==> src/rtl/instr_fetch_if.sv <==
// Instruction-memory fetch bus between the fetch stage and instruction memory.
// The request is a valid/ready handshake; the response is a single-cycle valid pulse.
interface instr_fetch_if #(
    parameter int ADDR_W = 32
);
    logic              imem_req_valid;
    logic              imem_req_ready;
    logic [ADDR_W-1:0] imem_addr;
    logic              imem_rsp_valid;
    logic [31:0]       imem_rsp_data;

    modport master (
        output imem_req_valid,
        output imem_addr,
        input  imem_req_ready,
        input  imem_rsp_valid,
        input  imem_rsp_data
    );

    modport slave (
        input  imem_req_valid,
        input  imem_addr,
        output imem_req_ready,
        output imem_rsp_valid,
        output imem_rsp_data
    );
endinterface

==> src/rtl/instr_fetch.sv <==
// Multi-cycle RISC-V fetch stage: owns the PC, fetches one word per instruction,
// holds it for decode, and resolves the next PC from brnch/alu_zero at ack.
module instr_fetch #(
    parameter int                ADDR_W   = 32,
    parameter logic [ADDR_W-1:0] RESET_PC = '0
) (
    input  logic              clk,
    input  logic              reset,
    instr_fetch_if.master     imem,
    output logic              instr_valid,
    input  logic              instr_ack,
    input  logic              brnch,
    input  logic              alu_zero,
    output logic [6:0]        opcode,
    output logic [4:0]        rd,
    output logic [2:0]        funct3,
    output logic [4:0]        rs1,
    output logic [4:0]        rs2,
    output logic [6:0]        funct7,
    output logic [ADDR_W-1:0] pc,
    output logic              fetch_err
);

    typedef enum logic [1:0] {
        S_REQ  = 2'd0,
        S_WAIT = 2'd1,
        S_HOLD = 2'd2,
        S_ERR  = 2'd3
    } state_e;

    state_e            state_q, state_d;
    logic [ADDR_W-1:0] pc_q, pc_d;
    logic [31:0]       instr_q, instr_d;
    logic              err_q, err_d;

    logic [ADDR_W-1:0] imm_b;
    logic [ADDR_W-1:0] next_pc;

    assign imm_b = {{(ADDR_W-12){instr_q[31]}}, instr_q[7],
                    instr_q[30:25], instr_q[11:8], 1'b0};

    // Wraps modulo 2^ADDR_W; only misalignment is an error.
    assign next_pc = pc_q + ((brnch & alu_zero) ? imm_b : ADDR_W'(4));

    always_ff @(posedge clk or posedge reset) begin
        if (reset) begin
            state_q <= S_REQ;
            pc_q    <= RESET_PC;
            instr_q <= '0;
            err_q   <= 1'b0;
        end else begin
            state_q <= state_d;
            pc_q    <= pc_d;
            instr_q <= instr_d;
            err_q   <= err_d;
        end
    end

    always_comb begin
        state_d = state_q;
        pc_d    = pc_q;
        instr_d = instr_q;
        err_d   = err_q;
        unique case (state_q)
            S_REQ: begin
                if (imem.imem_req_ready) state_d = S_WAIT;
            end
            S_WAIT: begin
                if (imem.imem_rsp_valid) begin
                    instr_d = imem.imem_rsp_data;
                    state_d = S_HOLD;
                end
            end
            S_HOLD: begin
                if (instr_ack) begin
                    if (next_pc[1:0] != 2'b00) begin
                        err_d   = 1'b1;
                        state_d = S_ERR;
                    end else begin
                        pc_d    = next_pc;
                        state_d = S_REQ;
                    end
                end
            end
            S_ERR: begin
                state_d = S_ERR;
            end
            default: begin
                state_d = S_REQ;
            end
        endcase
    end

    // Request is masked while reset is held so the reset cycle never issues.
    always_comb begin
        imem.imem_req_valid = (state_q == S_REQ) & ~reset;
        imem.imem_addr      = pc_q;
        instr_valid         = (state_q == S_HOLD);
    end

    assign opcode    = instr_q[6:0];
    assign rd        = instr_q[11:7];
    assign funct3    = instr_q[14:12];
    assign rs1       = instr_q[19:15];
    assign rs2       = instr_q[24:20];
    assign funct7    = instr_q[31:25];
    assign pc        = pc_q;
    assign fetch_err = err_q;

endmodule
==> src/flat_wrapper.sv <==
// flat-port wrapper written by rule: the top's interface ports become plain ports
module instr_fetch_flat 
#(
    parameter int                ADDR_W   = 32,
    parameter logic [ADDR_W-1:0] RESET_PC = '0
)
  (clk, reset, instr_valid, instr_ack, brnch, alu_zero, opcode, rd, funct3, rs1, rs2, funct7, pc, fetch_err, imem_imem_req_valid, imem_imem_addr, imem_imem_req_ready, imem_imem_rsp_valid, imem_imem_rsp_data);
  instr_fetch_if #(.ADDR_W(ADDR_W)) imem_i ();
  input  logic clk;
  input  logic reset;
  output logic instr_valid;
  input  logic instr_ack;
  input  logic brnch;
  input  logic alu_zero;
  output logic [6:0] opcode;
  output logic [4:0] rd;
  output logic [2:0] funct3;
  output logic [4:0] rs1;
  output logic [4:0] rs2;
  output logic [6:0] funct7;
  output logic [ADDR_W-1:0] pc;
  output logic fetch_err;
  output wire logic [$bits(imem_i.imem_req_valid)-1:0] imem_imem_req_valid;
  output wire logic [$bits(imem_i.imem_addr)-1:0] imem_imem_addr;
  input wire logic [$bits(imem_i.imem_req_ready)-1:0] imem_imem_req_ready;
  input wire logic [$bits(imem_i.imem_rsp_valid)-1:0] imem_imem_rsp_valid;
  input wire logic [$bits(imem_i.imem_rsp_data)-1:0] imem_imem_rsp_data;
  assign imem_imem_req_valid = imem_i.imem_req_valid;
  assign imem_imem_addr = imem_i.imem_addr;
  assign imem_i.imem_req_ready = imem_imem_req_ready;
  assign imem_i.imem_rsp_valid = imem_imem_rsp_valid;
  assign imem_i.imem_rsp_data = imem_imem_rsp_data;
  instr_fetch #(.ADDR_W(ADDR_W), .RESET_PC(RESET_PC)) u_core (.clk(clk), .reset(reset), .imem(imem_i), .instr_valid(instr_valid), .instr_ack(instr_ack), .brnch(brnch), .alu_zero(alu_zero), .opcode(opcode), .rd(rd), .funct3(funct3), .rs1(rs1), .rs2(rs2), .funct7(funct7), .pc(pc), .fetch_err(fetch_err));
endmodule
==> config.mk <==
export PLATFORM = sky130hd
export DESIGN_NAME = instr_fetch_flat
export DESIGN_NICKNAME = d
export VERILOG_FILES = /design/src/rtl/instr_fetch_if.sv /design/src/rtl/instr_fetch.sv /design/src/flat_wrapper.sv
export SDC_FILE = /design/constraint.sdc
export NUM_CORES = 1
export LEC_CHECK = 0
export ABC_AREA = 0
export CAP_MARGIN = 20
export CORE_MARGIN = 3
export CORE_UTILIZATION = 47
export DETAILED_ROUTE_END_ITERATION = 6
export GPL_TIMING_DRIVEN = 0
export PLACE_DENSITY = 0.93
export SYNTH_ARGS = -nofsm -noshare
export SYNTH_HDL_FRONTEND = slang
export SYNTH_SLANG_ARGS = --single-unit
==> constraint.sdc <==
create_clock -name clk -period 3.3 [get_ports clk]
set_input_delay 0.33 -clock clk [delete_from_list [all_inputs] [get_ports clk]]
set_output_delay 0.33 -clock clk [all_outputs]
set_load 0.02 [all_outputs]
==> impl_metrics.yaml, run 1 <==
cts:
  cts-htree-levels: 3
  post_cts_buffers: 0
  clock-root-buffer: "clkbuf_8"
  cts_buffer_depth: 2
  cts_sinks: 66
  clkLatencyLatePin_ns: 0.35
  cts_made_buffers: 9
  clkTransAtPathRegs_ns: 0.07
  cts_tree: "done"
finish:
  ff_latch_area_mm2: 0.00165
  finish.utilization_pct: 70.1
  fin_nets: 624
  multiInputGateArea_mm2: 0.00217
  area_growth_syn_to_layout_pct: 41.4
  finalInstanceArea_mm2: 0.00590
  drive_gt1_share_pct: 18.5
  antennaDiodeCount: 0
  fill_cells: 639
synth:
  ys_seq_elements: 66
  synth_area_leader_cell: "dfrtp_1"
  synth.distinct_cells: 63
  yosys_warnings: 0
  netlist_area_mm2: 0.00417
  synth_cells: 426
  synthArstFlopShare_pct: 100
  synth_flop_cell: "dfrtp_1"
  synth_top_area_share_pct: 39.6
  yosysMostFrequentCell: "dfrtp_1"
  ys_seq_area_share_pct: 39.6
  synth.area.top_cells: "dfrtp_1 40%, mux2_2 8.6%, buf_4 5.9%"
  netlist_top_cells_count: "66 x dfrtp_1, 33 x buf_4, 32 x mux2_2"
  synth_edf_count: 0
  synth_area_per_cell_um2: 9.80
drt:
  drtIter0Drc: 385
  final_antenna_net_count: 0
  first_pass_iters: 5
  wl_per_cell_um: 17.4
  wirelength_um: 11900
  vias: 3946
  drt-vias-per-instance: 5.78
  drcViolationCount: 0
floorplan:
  core.rowCount: 33
  die_x_um: 100
  die-area_mm2: 0.0100
  start_util_pct: 49.6
  fp.dieH_um: 100
  core-area_mm2: 0.00842
  io_pins: 138
worst_hold_path:
  worstHoldPathType: "flip-flop to flip-flop"
setup_path:
  critPathMaxFanout: 10
  worstSetupPathType: "primary input to flip-flop"
  cp-start-kind: "primary input"
  r2r_end: "u_core.imem.imem_addr[27]$_DFFE_PP0P_"
  critPathLaunch: "brnch"
  endpoint_kind: "flip-flop"
  ff2ff_path_depth: 11
  cp-endpoint: "u_core.imem.imem_addr[27]$_DFFE_PP0P_"
  r2r_start: "u_core.instr_q[8]$_DFFE_PP0P_"
  r2r_slack_ns: 0.19
  cp.required_ns: 3.56
  crit_arrival_ns: 3.42
status:
  status: "finished clean"
timing:
  skew_ns: 0.0164
  rsz0062_at_grt: "false"
  maxSlewHeadroom_pct: 43.7
  tightest_slew_ns: 0.843
  fmax_mhz: 316
  finalHoldViolCount: 0
  period_needed_ns: 3.16
  period_share_pct: 95.9
  setup_violations: 0
  maxSlewViolCount: 0
placement:
  gp_congestion: 0.893
  placed_cell_area_mm2: 0.00568
  dp_hpwl_um: 9080
  port_buffers: 135
global_route:
  grt_max_degree: 38
  antenna_found_initial: 0
  grt_pass1_wl_um: 19400
  first_global_vias: 3956
  grt_overflow: 0
  gr-usage-all-layers_pct: 24.0
pwr:
  leakagePower_nw: 2.55
  p_per_area_mw_per_mm2: 958
  peakVddDrop_v: 0.000529
  p_total_w: 0.00565
flow_run:
  max_cap_violations: 0
## per-layer routing
layer / wire length (µm) / part of all wire [%] / vias to the layer above / track usage (%)
met5: 0 / 0 / - / 0
met4: 343 / 2.9 / 0 / 9.84
met3: 971 / 8.2 / 36 / 4.93
met2: 5930 / 50 / 213 / 41.4
met1: 4630 / 39 / 1896 / 29.1
li1: - / - / 1801 / -
## how the worst min path moves through the flow
stage / startpoint / to / cells past startpoint
after floorplan: imem_imem_rsp_valid / u_core.state_q[1]$_DFFE_PP0P_ / 2
after global placement: u_core.fetch_err$_DFFE_PP0P_ / u_core.fetch_err$_DFFE_PP0P_ / 1
after detailed placement: u_core.fetch_err$_DFFE_PP0P_ / u_core.fetch_err$_DFFE_PP0P_ / 1
after CTS: u_core.fetch_err$_DFFE_PP0P_ / u_core.fetch_err$_DFFE_PP0P_ / 1
after global routing: u_core.fetch_err$_DFFE_PP0P_ / u_core.fetch_err$_DFFE_PP0P_ / 1
final: u_core.fetch_err$_DFFE_PP0P_ / u_core.fetch_err$_DFFE_PP0P_ / 1
## state kept, by name, indices dropped and copies added, names as in the netlist
name and flops:
u_core.instr_q 32, u_core.fetch_err 1, u_core.imem.imem_addr 31, u_core.state_q 2
## what timing repair did
item,CTS,global route
hold buffers,0,0
pin swaps,1,1
gates resized for setup,7,2
endpoints found under the setup margin,5,3
## cell type report
| type | count | area share [%] |
|---|---|---|
| inverters | 6 | 0.382 |
| plain buffers | 54 | 5.89 |
| clock buffers | 11 | 2.57 |
| clock inverters | 5 | 1.04 |
| multi-input cells | 300 | 36.8 |
| repair buffers | 136 | 23.1 |
| flip-flops and latches | 66 | 28.0 |
| well taps | 105 | 2.23 |
## worst max-delay path: stages
cell and delay (ns):
dlygate4sd2_1 0.26, clkbuf_8 0.18, and3_1 0.18, ha_2 0.20, inv_1 0.06, fa_1 0.39
and2b_1 0.24, o31ai_2 0.11, a211oi_4 0.37, nor3_4 0.10, or4_4 0.59, mux2i_1 0.22
xor2_1 0.18
## cells by family after synthesis
logic type      synth area share (%)
fa+ha+maj                       3.78
buf+inv                         8.72
other cells                   0.0898
compound gates                  13.9
flops                           39.6
mux                             10.3
xor+xnor                        5.67
simple gates                    18.0
## report_power, final
group	switching (W)	total [W]	internal (W)
logic	0.00169	0.00337	0.00168
clock network	0.000336	0.000729	0.000393
registers	0.000380	0.00156	0.00118
total	0.00240	0.00565	0.00325
## metrics by stage
stage               hold WS [ns]  setup slack (ns)  instances  setup TNS [ns]
floorplan                  0.468             0.334        427               0
global placement           0.455            -0.470        667           -2.48
detailed placement         0.469            -0.599        668           -4.66
CTS                        0.493             0.128        683               0
global route               0.518           0.00858        683               0
finish                     0.487             0.136        683               0
## placed cells by master (no fill, tap or decap), types with 7 or more instances in the layout
master             n
mux2i_1            7
a21oi_1           18
nand2_1           30
xor2_1            12
nand3_1           11
or4_1              7
dfrtp_1           66
and3_1            18
o21ai_0           22
nor3_1             9
clkdlybuf4s50_1  133
xnor2_1           15
nor4_1             7
ha_1              10
buf_4             33
clkbuf_1          13
mux2_2            32
nand4_1            8
clkbuf_8          12
nor2_1            19
Power figures use the tool's default switching activity.
==> run 2, diff against run 1 <==
--- a/config.mk
+++ b/config.mk
@@ -12,6 +12,8 @@
 export DETAILED_ROUTE_END_ITERATION = 6
 export GPL_TIMING_DRIVEN = 0
 export PLACE_DENSITY = 0.93
+export REMOVE_ABC_BUFFERS = 1
+export SLEW_MARGIN = 20
 export SYNTH_ARGS = -nofsm -noshare
 export SYNTH_HDL_FRONTEND = slang
 export SYNTH_SLANG_ARGS = --single-unit
==> run 2 against run 1 <==
Net effect: worst hold slack worse by 0.15 ns; global-route usage down 2.3 points; clock-buffer cell count up 1; clock power down 6.9%; critical path type is now flip-flop to flip-flop.
==> impl_metrics.yaml, run 2 (synthesis gave the netlist of run 1 again) <==
status:
  status: "finished clean"
finish:
  largest_reg_flops: 32
  multiInputGateArea_mm2: 0.00216
  largest-register: "u_core.instr_q"
  final_common_cell: "clkdlybuf4s50_1"
  area_growth_syn_to_layout_pct: 33.5
  antennaDiodeCount: 0
  final_cell_mix: "133 x clkdlybuf4s50_1, 66 x dfrtp_1, 32 x mux2_2"
  ff_latch_area_mm2: 0.00165
  drive_gt1_share_pct: 13.3
  fin_nets: 573
  fill_cells: 673
  finish.utilization_pct: 66.2
  fin_cells: 632
placement:
  dp_hpwl_um: 7980
  pre_cts_slack_ns: -0.574
  dp_cells: 615
  gp_congestion: 0.918
  port_buffers: 135
timing:
  maxSlewHeadroom_pct: 39.2
  finalHoldViolCount: 0
  maxSlewViolCount: 0
  period_needed_ns: 3.14
  rsz0062_at_grt: "false"
  finalSetupTns_ns: 0
  skew_ns: 0.00857
  period_share_pct: 95.1
  worst_slack_ns: 0.161
  fmax_mhz: 319
  tightest_slew_ns: 0.909
  setup_violations: 0
floorplan:
  die-area_mm2: 0.0100
  io_pins: 138
  start_util_pct: 49.6
  core.rowCount: 33
  fp.dieH_um: 100
  die_x_um: 100
  core-area_mm2: 0.00842
setup_path:
  cp_cell_sequence: "and3_1, ha_1, inv_1, fa_1, and2b_1, o31ai_2, a211oi_4, nor3_2, or4_4, a32oi_1, xnor2_1"
  critPathMaxFanout: 6
  slowest_stage: "or4_4"
  r2r_slack_ns: 0.16
  cp-start-kind: "flip-flop"
  cp.required_ns: 3.55
  endpoint_kind: "flip-flop"
  cp_slowest_stage_delay_ns: 0.59
  crit_arrival_ns: 3.39
  worstSetupPathType: "flip-flop to flip-flop"
cts:
  clkLatencyLatePin_ns: 0.33
  clock-root-buffer: "clkbuf_8"
  cts_made_buffers: 9
  post_cts_buffers: 0
  cts_sinks: 66
  cts_tree: "done"
  cts-htree-levels: 3
  clkTransAtPathRegs_ns: 0.07
  cts_buffer_depth: 2
drt:
  drtIter0Drc: 271
  wl_per_cell_um: 16.8
  drt-vias-per-instance: 5.69
  wirelength_um: 10600
  vias: 3593
  final_antenna_net_count: 0
  first_pass_iters: 5
  drcViolationCount: 0
global_route:
  gr-usage-all-layers_pct: 21.7
  grt_max_degree: 50
  grt_pass1_wl_um: 17800
  antenna_found_initial: 0
  first_global_vias: 3709
  grt_overflow: 0
pwr:
  peakVddDrop_v: 0.000558
  leakagePower_nw: 2.36
  p_per_area_mw_per_mm2: 950
  p_total_w: 0.00529
flow_run:
  max_cap_violations: 0
worst_hold_path:
  worstHoldPathType: "primary input to async pin"
run 2: cell count changes in the layout (fill, tap and decap cells not counted), moves of 2 or more:
| cell | previous run | this run |
|---|---|---|
| buf_1 | 3 | 0 |
| buf_2 | 3 | 0 |
| buf_4 | 33 | 0 |
| clkbuf_1 | 13 | 2 |
| clkbuf_8 | 12 | 10 |
| clkinvlp_4 | 3 | 1 |
run 2: final timing paths:
check / cells after the start / endpoint / startpoint
worst min register to register: 1 / u_core.fetch_err$_DFFE_PP0P_ / u_core.fetch_err$_DFFE_PP0P_
worst max register to register: 11 / u_core.imem.imem_addr[31]$_DFFE_PP0P_ / u_core.instr_q[8]$_DFFE_PP0P_
worst max-delay path: 11 / u_core.imem.imem_addr[31]$_DFFE_PP0P_ / u_core.instr_q[8]$_DFFE_PP0P_
max in group asynchronous: 3 / u_core.imem.imem_addr[12]$_DFFE_PP0P_ / reset
worst min-delay path: 2 / u_core.instr_q[12]$_DFFE_PP0P_ / reset
min in group clk: 1 / u_core.fetch_err$_DFFE_PP0P_ / u_core.fetch_err$_DFFE_PP0P_
run 2: layout make-up:
class / instances / area share (%)
Sequential cell: 66 / 29.6
Inverter: 6 / 0.449
Multi-Input combinational cell: 300 / 38.8
Tap cell: 105 / 2.36
Clock buffer: 12 / 2.60
Clock inverter: 4 / 0.921
Timing Repair Buffer: 139 / 25.2
run 2: what timing repair did:
item | in CTS | in global routing
hold buffers | 0 | 0
resized for setup | 2 | 4
endpoints found under the setup margin | 10 | 5
gates cloned | 0 | 0
run 2: metrics by stage:
stage	cell area, µm²	hold WS, ns
final	5570	0.332
after global routing	5570	0.342
after CTS	5570	0.328
after detailed placement	5380	0.461
after global placement	5320	0.452
after floorplan	3840	0.468
run 2: worst max-delay path, delay by kind of cell (launching register included):
kind / cells / cell delay [ns]
AND/OR/NAND/NOR: 4 / 1.15
AO/OA/AOI/OAI: 3 / 0.72
adder cells (fa/ha/maj): 2 / 0.60
flip-flops: 1 / 0.38
XOR/XNOR: 1 / 0.15
buffers and inverters: 1 / 0.07
run 2: where the power goes:
group | total, W | switching [W] | internal (W)
logic | 0.00296 | 0.00149 | 0.00147
registers | 0.00165 | 0.000472 | 0.00118
clock network | 0.000679 | 0.000308 | 0.000371
total | 0.00529 | 0.00227 | 0.00302
run 2: per-layer routing:
layer | vias to the layer above | global-route usage, % | wire length, µm
met5 | - | 0 | 0
met4 | 0 | 7.46 | 175
met3 | 17 | 5.98 | 881
met2 | 161 | 36.9 | 5340
met1 | 1716 | 26.6 | 4190
li1 | 1699 | - | -
==> run 3, diff against run 2 <==
--- a/config.mk
+++ b/config.mk
@@ -8,10 +8,10 @@
 export ABC_AREA = 0
 export CAP_MARGIN = 20
 export CORE_MARGIN = 3
-export CORE_UTILIZATION = 47
+export CORE_UTILIZATION = 45
 export DETAILED_ROUTE_END_ITERATION = 6
 export GPL_TIMING_DRIVEN = 0
-export PLACE_DENSITY = 0.93
+export PLACE_DENSITY = 0.9
 export REMOVE_ABC_BUFFERS = 1
 export SLEW_MARGIN = 20
 export SYNTH_ARGS = -nofsm -noshare
==> run 3 against run 2 <==
Net effect: final cell count increased by 0.32%; maximum frequency increased by 0.97%; non-clock buffer count unchanged; total power increased by 1.7%; die area increased by 4.2%; clock skew increased by 0.0048 ns; worst hold slack improved by 0.010 ns; routed wire length increased by 1.4%; register-to-register slack improved by 0.03 ns; sequential power about the same; clock power increased by 13%; clock-buffer cell count increased by 1; highest routed layer unchanged.
==> impl_metrics.yaml, run 3 (synthesis gave the netlist of run 1 again) <==
status:
  status: "finished clean"
setup_path:
  critPathLaunch: "u_core.instr_q[8]$_DFFE_PP0P_"
  slowest_stage: "or4_4"
  cp_slowest_stage_delay_ns: 0.59
  endpoint_kind: "flip-flop"
  cp-start-kind: "flip-flop"
  crit_arrival_ns: 3.36
  worstSetupPathType: "flip-flop to flip-flop"
  r2r_slack_ns: 0.19
  r2r_end: "u_core.imem.imem_addr[31]$_DFFE_PP0P_"
  ff2ff_path_depth: 11
  r2r_start: "u_core.instr_q[8]$_DFFE_PP0P_"
  cp_cell_sequence: "and3_1, ha_1, inv_1, fa_1, and2b_1, o31ai_2, a211oi_4, nor3_2, or4_4, a32oi_1, xnor2_1"
  crit_family: "simple AND/OR/NAND/NOR gates"
  path_depth: 11
  cp_num_buf_inv: 1
  cp-endpoint: "u_core.imem.imem_addr[31]$_DFFE_PP0P_"
  critPathMaxFanout: 6
  cp.required_ns: 3.55
finish:
  area_growth_syn_to_layout_pct: 34.3
  antennaDiodeCount: 0
  final_common_cell: "clkdlybuf4s50_1"
  largest-register: "u_core.instr_q"
  ff_latch_area_mm2: 0.00165
  fin_nets: 573
  largest_reg_flops: 32
  drive_gt1_share_pct: 13.1
  finish.utilization_pct: 63.4
  final_cell_mix: "133 x clkdlybuf4s50_1, 66 x dfrtp_1, 32 x mux2_2"
  finalInstanceArea_mm2: 0.00561
  fill_cells: 725
  multiInputGateArea_mm2: 0.00216
pwr:
  p_total_w: 0.00538
  peakVddDrop_v: 0.000554
  p_per_area_mw_per_mm2: 960
  leakagePower_nw: 2.38
floorplan:
  core.rowCount: 34
  io_pins: 138
  die_x_um: 102
  die-area_mm2: 0.0105
  start_util_pct: 47.2
  fp.dieH_um: 102
  core-area_mm2: 0.00885
cts:
  cts_buffer_depth: 2
  clkLatencyLatePin_ns: 0.34
  cts_sinks: 66
  clkTransAtPathRegs_ns: 0.07
  cts-htree-levels: 3
  cts_tree: "done"
  hold_buffers: 0
  clock-root-buffer: "clkbuf_8"
  cts_made_buffers: 9
drt:
  final_antenna_net_count: 0
  drtIter0Drc: 276
  drcViolationCount: 0
  wl_per_cell_um: 16.9
  drt-vias-per-instance: 5.79
  wirelength_um: 10700
  first_pass_iters: 7
  vias: 3672
timing:
  holdWs_ns: 0.343
  maxSlewHeadroom_pct: 39.9
  tightest_slew_ns: 0.899
  fmax_mhz: 322
  setup_violations: 0
  maxSlewViolCount: 0
  rsz0062_at_grt: "false"
  skew_ns: 0.0134
  period_needed_ns: 3.11
  finalSetupTns_ns: 0
  finalHoldViolCount: 0
  period_share_pct: 94.2
placement:
  gp_congestion: 0.938
  dp_hpwl_um: 8030
  port_buffers: 135
  placed_cell_area_mm2: 0.00538
global_route:
  grt_pass1_wl_um: 17500
  antenna_found_initial: 0
  grt_overflow: 0
  gr-usage-all-layers_pct: 21.1
  grt_max_degree: 45
  first_global_vias: 3653
worst_hold_path:
  worstHoldPathType: "primary input to async pin"
flow_run:
  max_cap_violations: 0
run 3: final cells by class:
type,instances,area share [%]
inverters,6,0.446
flip-flops and latches,66,29.5
multi-input cells,300,38.6
well taps,108,2.41
clock inverters,2,1.07
clock buffers,13,2.83
repair buffers,139,25.2
run 3: timing repair:
item	in CTS	in global routing
buffers inserted	0	0
gates resized for setup	2	4
cloned	0	0
endpoints found under the hold margin	0	0
setup endpoints to repair	8	4
run 3: worst min-delay path by stage:
| stage | endpoint | slack [ns] | depth (start not counted) |
|---|---|---|---|
| 4_1_cts | u_core.instr_q[15]$_DFFE_PP0P_ | 0.35 | 2 |
| 3_5_place_dp | u_core.fetch_err$_DFFE_PP0P_ | 0.47 | 1 |
| 5_1_grt | u_core.instr_q[21]$_DFFE_PP0P_ | 0.36 | 2 |
| 2_1_floorplan | u_core.state_q[1]$_DFFE_PP0P_ | 0.47 | 2 |
| 6_report | u_core.instr_q[21]$_DFFE_PP0P_ | 0.34 | 2 |
| 3_3_place_gp | u_core.fetch_err$_DFFE_PP0P_ | 0.46 | 1 |
run 3: per-stage QoR:
step | setup slack (ns) | cells
final | 0.191 | 634
after global routing | 0.0292 | 634
after CTS | 0.0519 | 633
after detailed placement | -0.558 | 618
after global placement | -0.499 | 615
after floorplan | 0.376 | 372
run 3: power by group:
part / leakage (nW) / internal (W) / switching, W
clock network: 0.110 / 0.000464 / 0.000304
logic: 1.45 / 0.00147 / 0.00149
registers: 0.820 / 0.00118 / 0.000475
run 3: routing by layer:
layer / vias up / part of all wire (%) / GRT usage [%]
met5: - / 0 / 0
li1: 1693 / - / -
met3: 13 / 8.5 / 6.89
met4: 0 / 0.99 / 6.05
met1: 1797 / 41 / 25.8
met2: 169 / 50 / 35.6
